===== config.mk =====
export PLATFORM = sky130hd
export DESIGN_NAME = stream_run_sequencer
export DESIGN_NICKNAME = d
export VERILOG_FILES = /design/src/rtl/stream_run_seq_pkg.sv /design/src/rtl/seq_sat_counter.sv /design/src/rtl/stream_run_sequencer.sv
export SDC_FILE = /design/constraint.sdc
export NUM_CORES = 1
export LEC_CHECK = 0
export BUFFER_PORTS_ARGS = -buffer_cell sky130_fd_sc_hd__buf_2
export CAP_MARGIN = 40
export CORE_UTILIZATION = 50
export DETAILED_ROUTE_END_ITERATION = 10
export PLACE_DENSITY = 0.72
export SLEW_MARGIN = 20
export SYNTH_ARGS = -nofsm -noshare
export SYNTH_HDL_FRONTEND = slang
export SYNTH_SLANG_ARGS = --single-unit

===== constraint.sdc =====
create_clock -name aclk -period 2.2 [get_ports aclk]
set_input_delay 0.66 -clock aclk [delete_from_list [all_inputs] [get_ports aclk]]
set_output_delay 0.66 -clock aclk [all_outputs]
set_load 0.01 [all_outputs]

===== src/rtl/stream_run_seq_pkg.sv =====
// Shared types and default sizing for the stream run sequencer.
// The state encoding lives here so the top and any debug tooling agree on it.
package stream_run_seq_pkg;

    localparam int unsigned DEF_RUN_COUNT_WIDTH  = 16;
    localparam int unsigned DEF_BEAT_COUNT_WIDTH = 32;
    localparam int unsigned DEF_TIMEOUT_CYCLES   = 65536;

    typedef enum logic [2:0] {
        ST_IDLE   = 3'd0,
        ST_LAUNCH = 3'd1,
        ST_WAIT   = 3'd2,
        ST_GAP    = 3'd3,
        ST_DONE   = 3'd4
    } seq_state_t;

    // Watchdog width: just wide enough to reach cycles-1, never narrower than one bit.
    function automatic int unsigned wd_width(input int unsigned cycles);
        return (cycles > 2) ? $clog2(cycles) : 1;
    endfunction

endpackage


===== src/rtl/seq_sat_counter.sv =====
// Up-counter with synchronous clear, enable, saturation at all-ones and a
// terminal-compare flag against a caller-supplied value.
module seq_sat_counter #(
    parameter int unsigned WIDTH = 16
) (
    input  logic             aclk,
    input  logic             areset,
    input  logic             clr,
    input  logic             en,
    input  logic [WIDTH-1:0] term,
    output logic [WIDTH-1:0] count,
    output logic             at_max,
    output logic             at_term
);

    assign at_max  = &count;
    assign at_term = (count == term);

    always_ff @(posedge aclk) begin
        if (areset) begin
            count <= '0;
        end else if (clr) begin
            count <= '0;
        end else if (en && !at_max) begin
            count <= count + WIDTH'(1);
        end
    end

endmodule


===== src/rtl/stream_run_sequencer.sv =====
// Launches the stream generator num_runs times per host start, counts monitored
// beats, and guards each run with a watchdog.
//
// state   | meaning
// IDLE    | waiting for host ap_start; ap_idle high
// LAUNCH  | gen_start high for one cycle, watchdog cleared
// WAIT    | generator running; watchdog counting until gen_done or expiry
// GAP     | one low cycle so the next launch sees a fresh rising edge
// DONE    | ap_done pulse, counters hold for the host to read
module stream_run_sequencer
    import stream_run_seq_pkg::*;
#(
    parameter int unsigned C_RUN_COUNT_WIDTH  = DEF_RUN_COUNT_WIDTH,
    parameter int unsigned C_BEAT_COUNT_WIDTH = DEF_BEAT_COUNT_WIDTH,
    parameter int unsigned C_TIMEOUT_CYCLES   = DEF_TIMEOUT_CYCLES
) (
    input  logic                          aclk,
    input  logic                          areset,
    input  logic                          ap_start,
    output logic                          ap_ready,
    output logic                          ap_idle,
    output logic                          ap_done,
    input  logic [C_RUN_COUNT_WIDTH-1:0]  num_runs,
    output logic                          gen_start,
    input  logic                          gen_done,
    input  logic                          s_mon_tvalid,
    input  logic                          s_mon_tready,
    output logic [C_RUN_COUNT_WIDTH-1:0]  runs_completed,
    output logic [C_BEAT_COUNT_WIDTH-1:0] beat_count,
    output logic                          err_timeout,
    output logic                          err_spurious
);

    localparam int unsigned RW   = C_RUN_COUNT_WIDTH;
    localparam int unsigned BW   = C_BEAT_COUNT_WIDTH;
    localparam int unsigned WD_W = wd_width(C_TIMEOUT_CYCLES);
    localparam logic [WD_W-1:0] WD_TERM =
        (C_TIMEOUT_CYCLES == 0) ? '0 : WD_W'(C_TIMEOUT_CYCLES - 1);
    localparam bit WD_ENABLE = (C_TIMEOUT_CYCLES != 0);

    seq_state_t    state;
    logic [RW-1:0] target;
    logic [RW-1:0] run_term;
    logic          accept;
    logic          busy;
    logic          run_clr;
    logic          run_en;
    logic          run_last;
    logic          beat_en;
    logic          wd_clr;
    logic          wd_en;
    logic          wd_expired;
    logic          timeout_hit;
    logic [WD_W-1:0] wd_count_unused;
    logic          run_max_unused;
    logic          beat_max_unused;
    logic          beat_term_unused;
    logic          wd_max_unused;

    assign accept   = (state == ST_IDLE) && ap_start;
    assign ap_ready = accept;
    assign ap_idle  = (state == ST_IDLE);
    assign ap_done  = (state == ST_DONE);

    assign busy        = (state == ST_LAUNCH) || (state == ST_WAIT) || (state == ST_GAP);
    assign run_clr     = accept;
    assign run_en      = (state == ST_WAIT) && gen_done;
    // Last run when the count before this gen_done is target-1; target is nonzero here.
    assign run_term    = target - RW'(1);
    assign beat_en     = busy && s_mon_tvalid && s_mon_tready;
    assign wd_clr      = (state == ST_LAUNCH);
    assign wd_en       = (state == ST_WAIT);
    assign timeout_hit = WD_ENABLE && (state == ST_WAIT) && wd_expired && !gen_done;

    seq_sat_counter #(.WIDTH(RW)) u_run_cnt (
        .aclk    (aclk),
        .areset  (areset),
        .clr     (run_clr),
        .en      (run_en),
        .term    (run_term),
        .count   (runs_completed),
        .at_max  (run_max_unused),
        .at_term (run_last)
    );

    seq_sat_counter #(.WIDTH(BW)) u_beat_cnt (
        .aclk    (aclk),
        .areset  (areset),
        .clr     (accept),
        .en      (beat_en),
        .term    ({BW{1'b1}}),
        .count   (beat_count),
        .at_max  (beat_max_unused),
        .at_term (beat_term_unused)
    );

    seq_sat_counter #(.WIDTH(WD_W)) u_wd_cnt (
        .aclk    (aclk),
        .areset  (areset),
        .clr     (wd_clr),
        .en      (wd_en),
        .term    (WD_TERM),
        .count   (wd_count_unused),
        .at_max  (wd_max_unused),
        .at_term (wd_expired)
    );

    always_ff @(posedge aclk) begin
        if (areset) begin
            state        <= ST_IDLE;
            target       <= '0;
            gen_start    <= 1'b0;
            err_timeout  <= 1'b0;
            err_spurious <= 1'b0;
        end else begin
            gen_start <= 1'b0;
            case (state)
                ST_IDLE: begin
                    if (ap_start) begin
                        target       <= num_runs;
                        err_timeout  <= 1'b0;
                        err_spurious <= 1'b0;
                        if (num_runs == '0) begin
                            state <= ST_DONE;
                        end else begin
                            state     <= ST_LAUNCH;
                            gen_start <= 1'b1;
                        end
                    end
                end
                ST_LAUNCH: begin
                    state <= ST_WAIT;
                end
                ST_WAIT: begin
                    if (gen_done) begin
                        state <= run_last ? ST_DONE : ST_GAP;
                    end else if (timeout_hit) begin
                        err_timeout <= 1'b1;
                        state       <= ST_DONE;
                    end
                end
                ST_GAP: begin
                    state     <= ST_LAUNCH;
                    gen_start <= 1'b1;
                end
                ST_DONE: begin
                    state <= ST_IDLE;
                end
                default: begin
                    state <= ST_IDLE;
                end
            endcase
            // A stray gen_done on the accept cycle is still reported.
            if (gen_done && (state != ST_WAIT)) begin
                err_spurious <= 1'b1;
            end
        end
    end

endmodule


## Word-level counts from Yosys, hierarchy flattened

Cells that the tools add are included.

| word-level totals | value |
|---|---|
| flip-flop bits (word level) | 86 |
| bits of input ports | 22 |
| output and inout bits | 54 |
| word-level logic and storage cells | 68 |

| operators by class | value |
|---|---|
| add/sub/neg operators | 4 |
| equal/unequal tests | 11 |
| mux-type cells | 15 |
| reductions and logical operators | 30 |

Operators with widths:

| kind | count |
|---|---|
| adder 16 x 1 -> 16 bit, second input constant | 2 |
| adder 32 x 1 -> 32 bit, second input constant | 1 |
| AND reduction 16 bit | 2 |
| AND reduction 32 bit | 1 |
| equality test 16 bit | 1 |
| equality test 16 bit, second input constant | 1 |
| zero test 16 bit | 1 |
| subtractor 16 x 1 -> 16 bit, second input constant | 1 |
| two-way mux 3 bit | 5 |
| case mux 3 bit (4 select lines) | 1 |
| logical AND 1 bit | 10 |
| two-way mux 1 bit | 7 |
| equality test 3 x 2 -> 1 bit, second input constant | 2 |
| inequality test 2 bit, second input constant | 3 |
| AND reduction 2 bit | 3 |
| nonzero test 2 bit | 3 |
| zero test 1 bit | 4 |
| case mux 1 bit (2 select lines) | 2 |
| AND reduction 4 bit | 1 |
| OR reduction 2 bit | 2 |
| equality test 3 x 1 -> 1 bit, second input constant | 1 |
| equality test 3 bit, second input constant | 1 |
| zero test 3 bit | 1 |
| inequality test 3 x 2 -> 1 bit, second input constant | 1 |
| 2 further kinds | 3 |

## Longest topological paths before layout

| logic depth | value |
|---|---|
| word-level depth | 6 |
| depth in mapped cells | 9 |
| gate-level depth less buffers | 8 |

## Hierarchy

From an unflattened synthesis, not the netlist that was laid out.

| second synthesis, totals | value |
|---|---|
| cells, all modules | 639 |
| area, all modules | 5,173.7 um^2 |

By module, submodules not included:

| module | instances | cells each | area an instance (um^2) | seq. area each (um^2) |
|---|---|---|---|---|
| seq_sat_counter (u_beat_cnt) | 1 | 244 | 2,013.2 | 640.6 |
| seq_sat_counter (u_run_cnt ...) | 2 | 118 | 991.0 | 320.3 |
| stream_run_sequencer | 1 | 159 | 1,178.6 | 440.4 |

## Least setup slack after synthesis

OpenSTA, ideal clock, no wires.

| timing | value |
|---|---|
| kind | reg2reg |
| from | reg target[0] |
| to | reg state[2] |
| setup time | 0.088 ns |
| arrival time | 2.215 ns |
| required time | 2.112 ns |
| slack | -0.103 ns |
| cell stages (with the launch flop) | 9 |
| path buffers | 0 |
| clock period less this slack | 2.303 ns |
| path through | dfxtp_1 inv_1 ha_1 nor3b_2 or3b_1 o21ai_2 nand3_2 or4_1 a311oi_2 |

| between the ends | value |
|---|---|
| word-level cells in the longest chain between the ends | 5 |

Ends and longest elaborated chain:

| item | line | RTL |
|---|---|---|
| start: declaration | stream_run_sequencer.sv:42 | `logic [RW-1:0] target;` |
| start signal: assignment | stream_run_sequencer.sv:120 | `target <= num_runs;` |
| subtractor 16 x 1 -> 16 bit | stream_run_sequencer.sv:69 | `assign run_term = target - RW'(1);` |
| equality test 16 bit | seq_sat_counter.sv:17 | `assign at_term = (count == term);` |
| two-way mux 3 bit | stream_run_sequencer.sv:136 | `state <= run_last ? ST_DONE : ST_GAP;` |
| two-way mux 3 bit | stream_run_sequencer.sv:135 | `if (gen_done) begin` |
| case mux 3 bit (4 select lines) | stream_run_sequencer.sv:117 | `case (state)` |
| end signal: assignment | stream_run_sequencer.sv:136 |  |
| end: declaration | stream_run_sequencer.sv:41 | `seq_state_t state;` |

No other way between the ends.
A chain may end at the register's enable or synchronous reset.

## Worst setup path after layout

| timing | value |
|---|---|
| from | reg target[7] |
| to | reg state[2] |

Same word-level chain as after synthesis.

==> impl_metrics.tcl <==
set metrics [dict create \
    area_growth_pct 24.9 \
    setup_viol 1 \
    synth_seq_area_share_pct 38.7 \
    rsz0062_at_grt "true" \
    track_usage_pct 23.9 \
    synth.top_cell.area_share_pct 38.7 \
    first_iter_violations 270 \
    io_pins 76 \
    cts-root-buf "clkbuf_8" \
    num_antenna_cells 0 \
    max_cap_violations 0 \
    vias 4310 \
    yosysWarnings 0 \
    avgSynthCellArea_sq_um 8.01 \
    cts_hold_buf 0 \
    die_y_um 96.3 \
    crit_type "flip-flop to flip-flop" \
    drc 0 \
    grt_max_degree 39 \
    finalWorstPathRequiredPeriod_ns 2.29 \
    holdWs_ns 0.478 \
    hold_viol 0 \
    place_congestion 0.933 \
    start_util_pct 51.2 \
    ys_ff_latch 86 \
    synth_commonest_cells "dfxtp_1, nor2_1, nand2_1" \
    slew_violations 0 \
    synth_top_area_cell "dfxtp_1" \
    nets 697 \
    drive_above_1_share_pct 25.4 \
    netlist_top_cells_area "dfxtp_1, xnor2_1, xor2_1" \
    clock_latency_ns 0.37 \
    syn_inst 555 \
    clkSlewWorstSetupHoldPaths_ns 0.10 \
    fp-row-count 34 \
    synth_ff_type "dfxtp_1" \
    cts_made_buffers 9 \
    violations "setup timing" \
    worstReg2RegStart "target[7]" \
    synth_nets 581 \
    critical_path.max_fanout 3 \
    clock.fmax_mhz 436 \
    final_design_area_no_fill_sq_um 5550 \
    synth.cell_area_sq_um 4450 \
    powerDensity_nw_per_um2 737 \
    clock_path_buffers 2 \
    placedCellCount 763 \
    post-place-ws_ns -0.103 \
    finClkSkew_ns 0.0125 \
    finalNonFillerCells 784 \
    synth_most_common_cell "dfxtp_1" \
    leakagePower_nw 2.18 \
    core_area_sq_um 8680 \
    wirelength_um 11000 \
    cts_tree "done" \
    dp_hpwl_um 8070 \
    chipWidth_um 96.3 \
    final.setup.worst_slack_ns -0.0929 \
    hold_path.startpoint "err_timeout" \
    worst_pin_slew_ns 0.518 \
    min_path_type "flip-flop to flip-flop" \
    crit_required_ns 2.48 \
    synth.distinct_cells 50 \
    cts_sinks 86 \
    async_flop_share_pct 0 \
    grt_pass1_wl_um 17300 \
    synth-edff-count 0 \
    nFillCells 795 \
    die_area_sq_um 9270 \
    postPlaceCellArea_sq_um 5250 \
    vias_per_cell 5.50 \
    startpoint "target[7]" \
    first_global_vias 3787 \
    overflow 0 \
    antenna_found_initial 0 \
    relSlewSlack_pct 65.2 \
    antenna_left 0 \
    ir_drop_mv 0.445 \
    avgRoutedWirePerCell_um 14.0 \
    worstPathArrival_ns 2.58 \
    drtPass1Iterations 7 \
    period_share_pct 104 \
    status "complete, but fails checks" \
    htree_levels 3 \
    start_kind "flip-flop" \
    io_buffers 75 \
    endpoint_kind "flip-flop" \
]
[worst max-delay path: stages (launching register included)]
cell	delay, ns
dfxtp_2	0.33
or4_4	0.57
nor4_4	0.29
a21oi_1	0.07
a31o_1	0.21
or4_4	0.54
a311oi_2	0.20
[per-stage QoR]
stage | setup TNS, ns | total power, mW | util [%]
floorplan | -0.0205 | 2.39 | -
global placement | -0.0733 | 2.71 | 60.5
detailed placement | -0.162 | 2.73 | 60.5
CTS | -0.0746 | 4.06 | 63.6
global route | -0.240 | 4.28 | 64.0
finish | -0.0929 | 4.09 | 64.0
[state kept, by name, summed over array words and instances, names as in the netlist]
signal and flops:
err_spurious 1, err_timeout 1, gen_start 1, state 3, target 16, u_beat_cnt.count 32
u_run_cnt.count 16, u_wd_cnt.count 16
[metal layers]
layer  GRT usage (%)  up-vias  share of wire [%]
li1                -     2176                  -
met2            38.7      120                 47
met4            8.95        0                1.5
met5               0        -                  0
met1            32.1     1995                 46
met3            3.63       19                5.0
[layout by cell type (no fill, tap or decap), types with 2 or more instances in the layout]
master | synthesis | final
nor3b_1 | 7 | 7
dfxtp_2 | 0 | 7
nor4_1 | 13 | 13
bufinv_16 | 0 | 2
nand2_1 | 65 | 64
xnor2_1 | 39 | 39
or2_2 | 2 | 2
and4_1 | 5 | 5
nor3_1 | 12 | 11
and3_1 | 16 | 16
clkbuf_8 | 0 | 10
inv_2 | 0 | 2
clkinvlp_4 | 0 | 2
nand4_1 | 24 | 24
mux2i_1 | 3 | 3
or3_1 | 14 | 14
or4_4 | 2 | 4
inv_1 | 10 | 8
o21ai_2 | 1 | 2
nor2_1 | 76 | 75
dfxtp_1 | 86 | 79
and2_1 | 8 | 8
a21oi_1 | 34 | 34
buf_4 | 2 | 50
nor2b_1 | 2 | 2
ha_1 | 4 | 2
nand3_1 | 27 | 27
o211ai_1 | 7 | 7
buf_2 | 1 | 75
xor2_1 | 34 | 34
o311ai_1 | 1 | 2
o21ai_0 | 19 | 18
[cells by family (layout without fill, tap and decap cells)]
logic type                 after synthesis  count (layout)  synth area share (%)
DFF                                     86              86                  38.7
muxes                                    4               4                 0.929
and+or+nand+nor                        283             283                  32.1
adders and majority gates                4               4                  1.13
AOI/OAI and AO/OA                       73              73                  9.68
buffers and inverters                   32             153                  3.07
xor gates and xnor gates                73              73                  14.4
[layout make-up]
| type | instances | area (sq um) | area share (%) |
|---|---|---|---|
| repair buffers | 126 | 771 | 13.9 |
| clock inverters | 6 | 92.6 | 1.67 |
| flip-flops and latches | 86 | 1730 | 31.2 |
| multi-input cells | 437 | 2650 | 47.6 |
| well taps | 108 | 135 | 2.43 |
| clock buffers | 10 | 138 | 2.48 |
| inverters | 11 | 41.3 | 0.744 |
[worst paths after layout]
check                end  slack (ns)  depth (start not counted)
max             state[2]       -0.09                          6
max reg2reg     state[2]       -0.09                          6
min          err_timeout        0.48                          2
min reg2reg  err_timeout        0.48                          2
[what timing repair did]
action                     in CTS  in global routing
setup endpoints to repair       4                  4
gates cloned                    0                  0
setup buffers                   3                  2
pin swaps                       4                  3
resized for setup               5                 10
[where the power goes]
| part | internal (mW) | leakage [nW] | switching (mW) |
|---|---|---|---|
| clock | 0.677 | 0.109 | 0.609 |
| combinational | 0.510 | 1.37 | 0.603 |
| sequential | 1.63 | 0.699 | 0.0656 |
| total | 2.81 | 2.18 | 1.28 |
No activity file was read; power rests on OpenSTA's default activity.
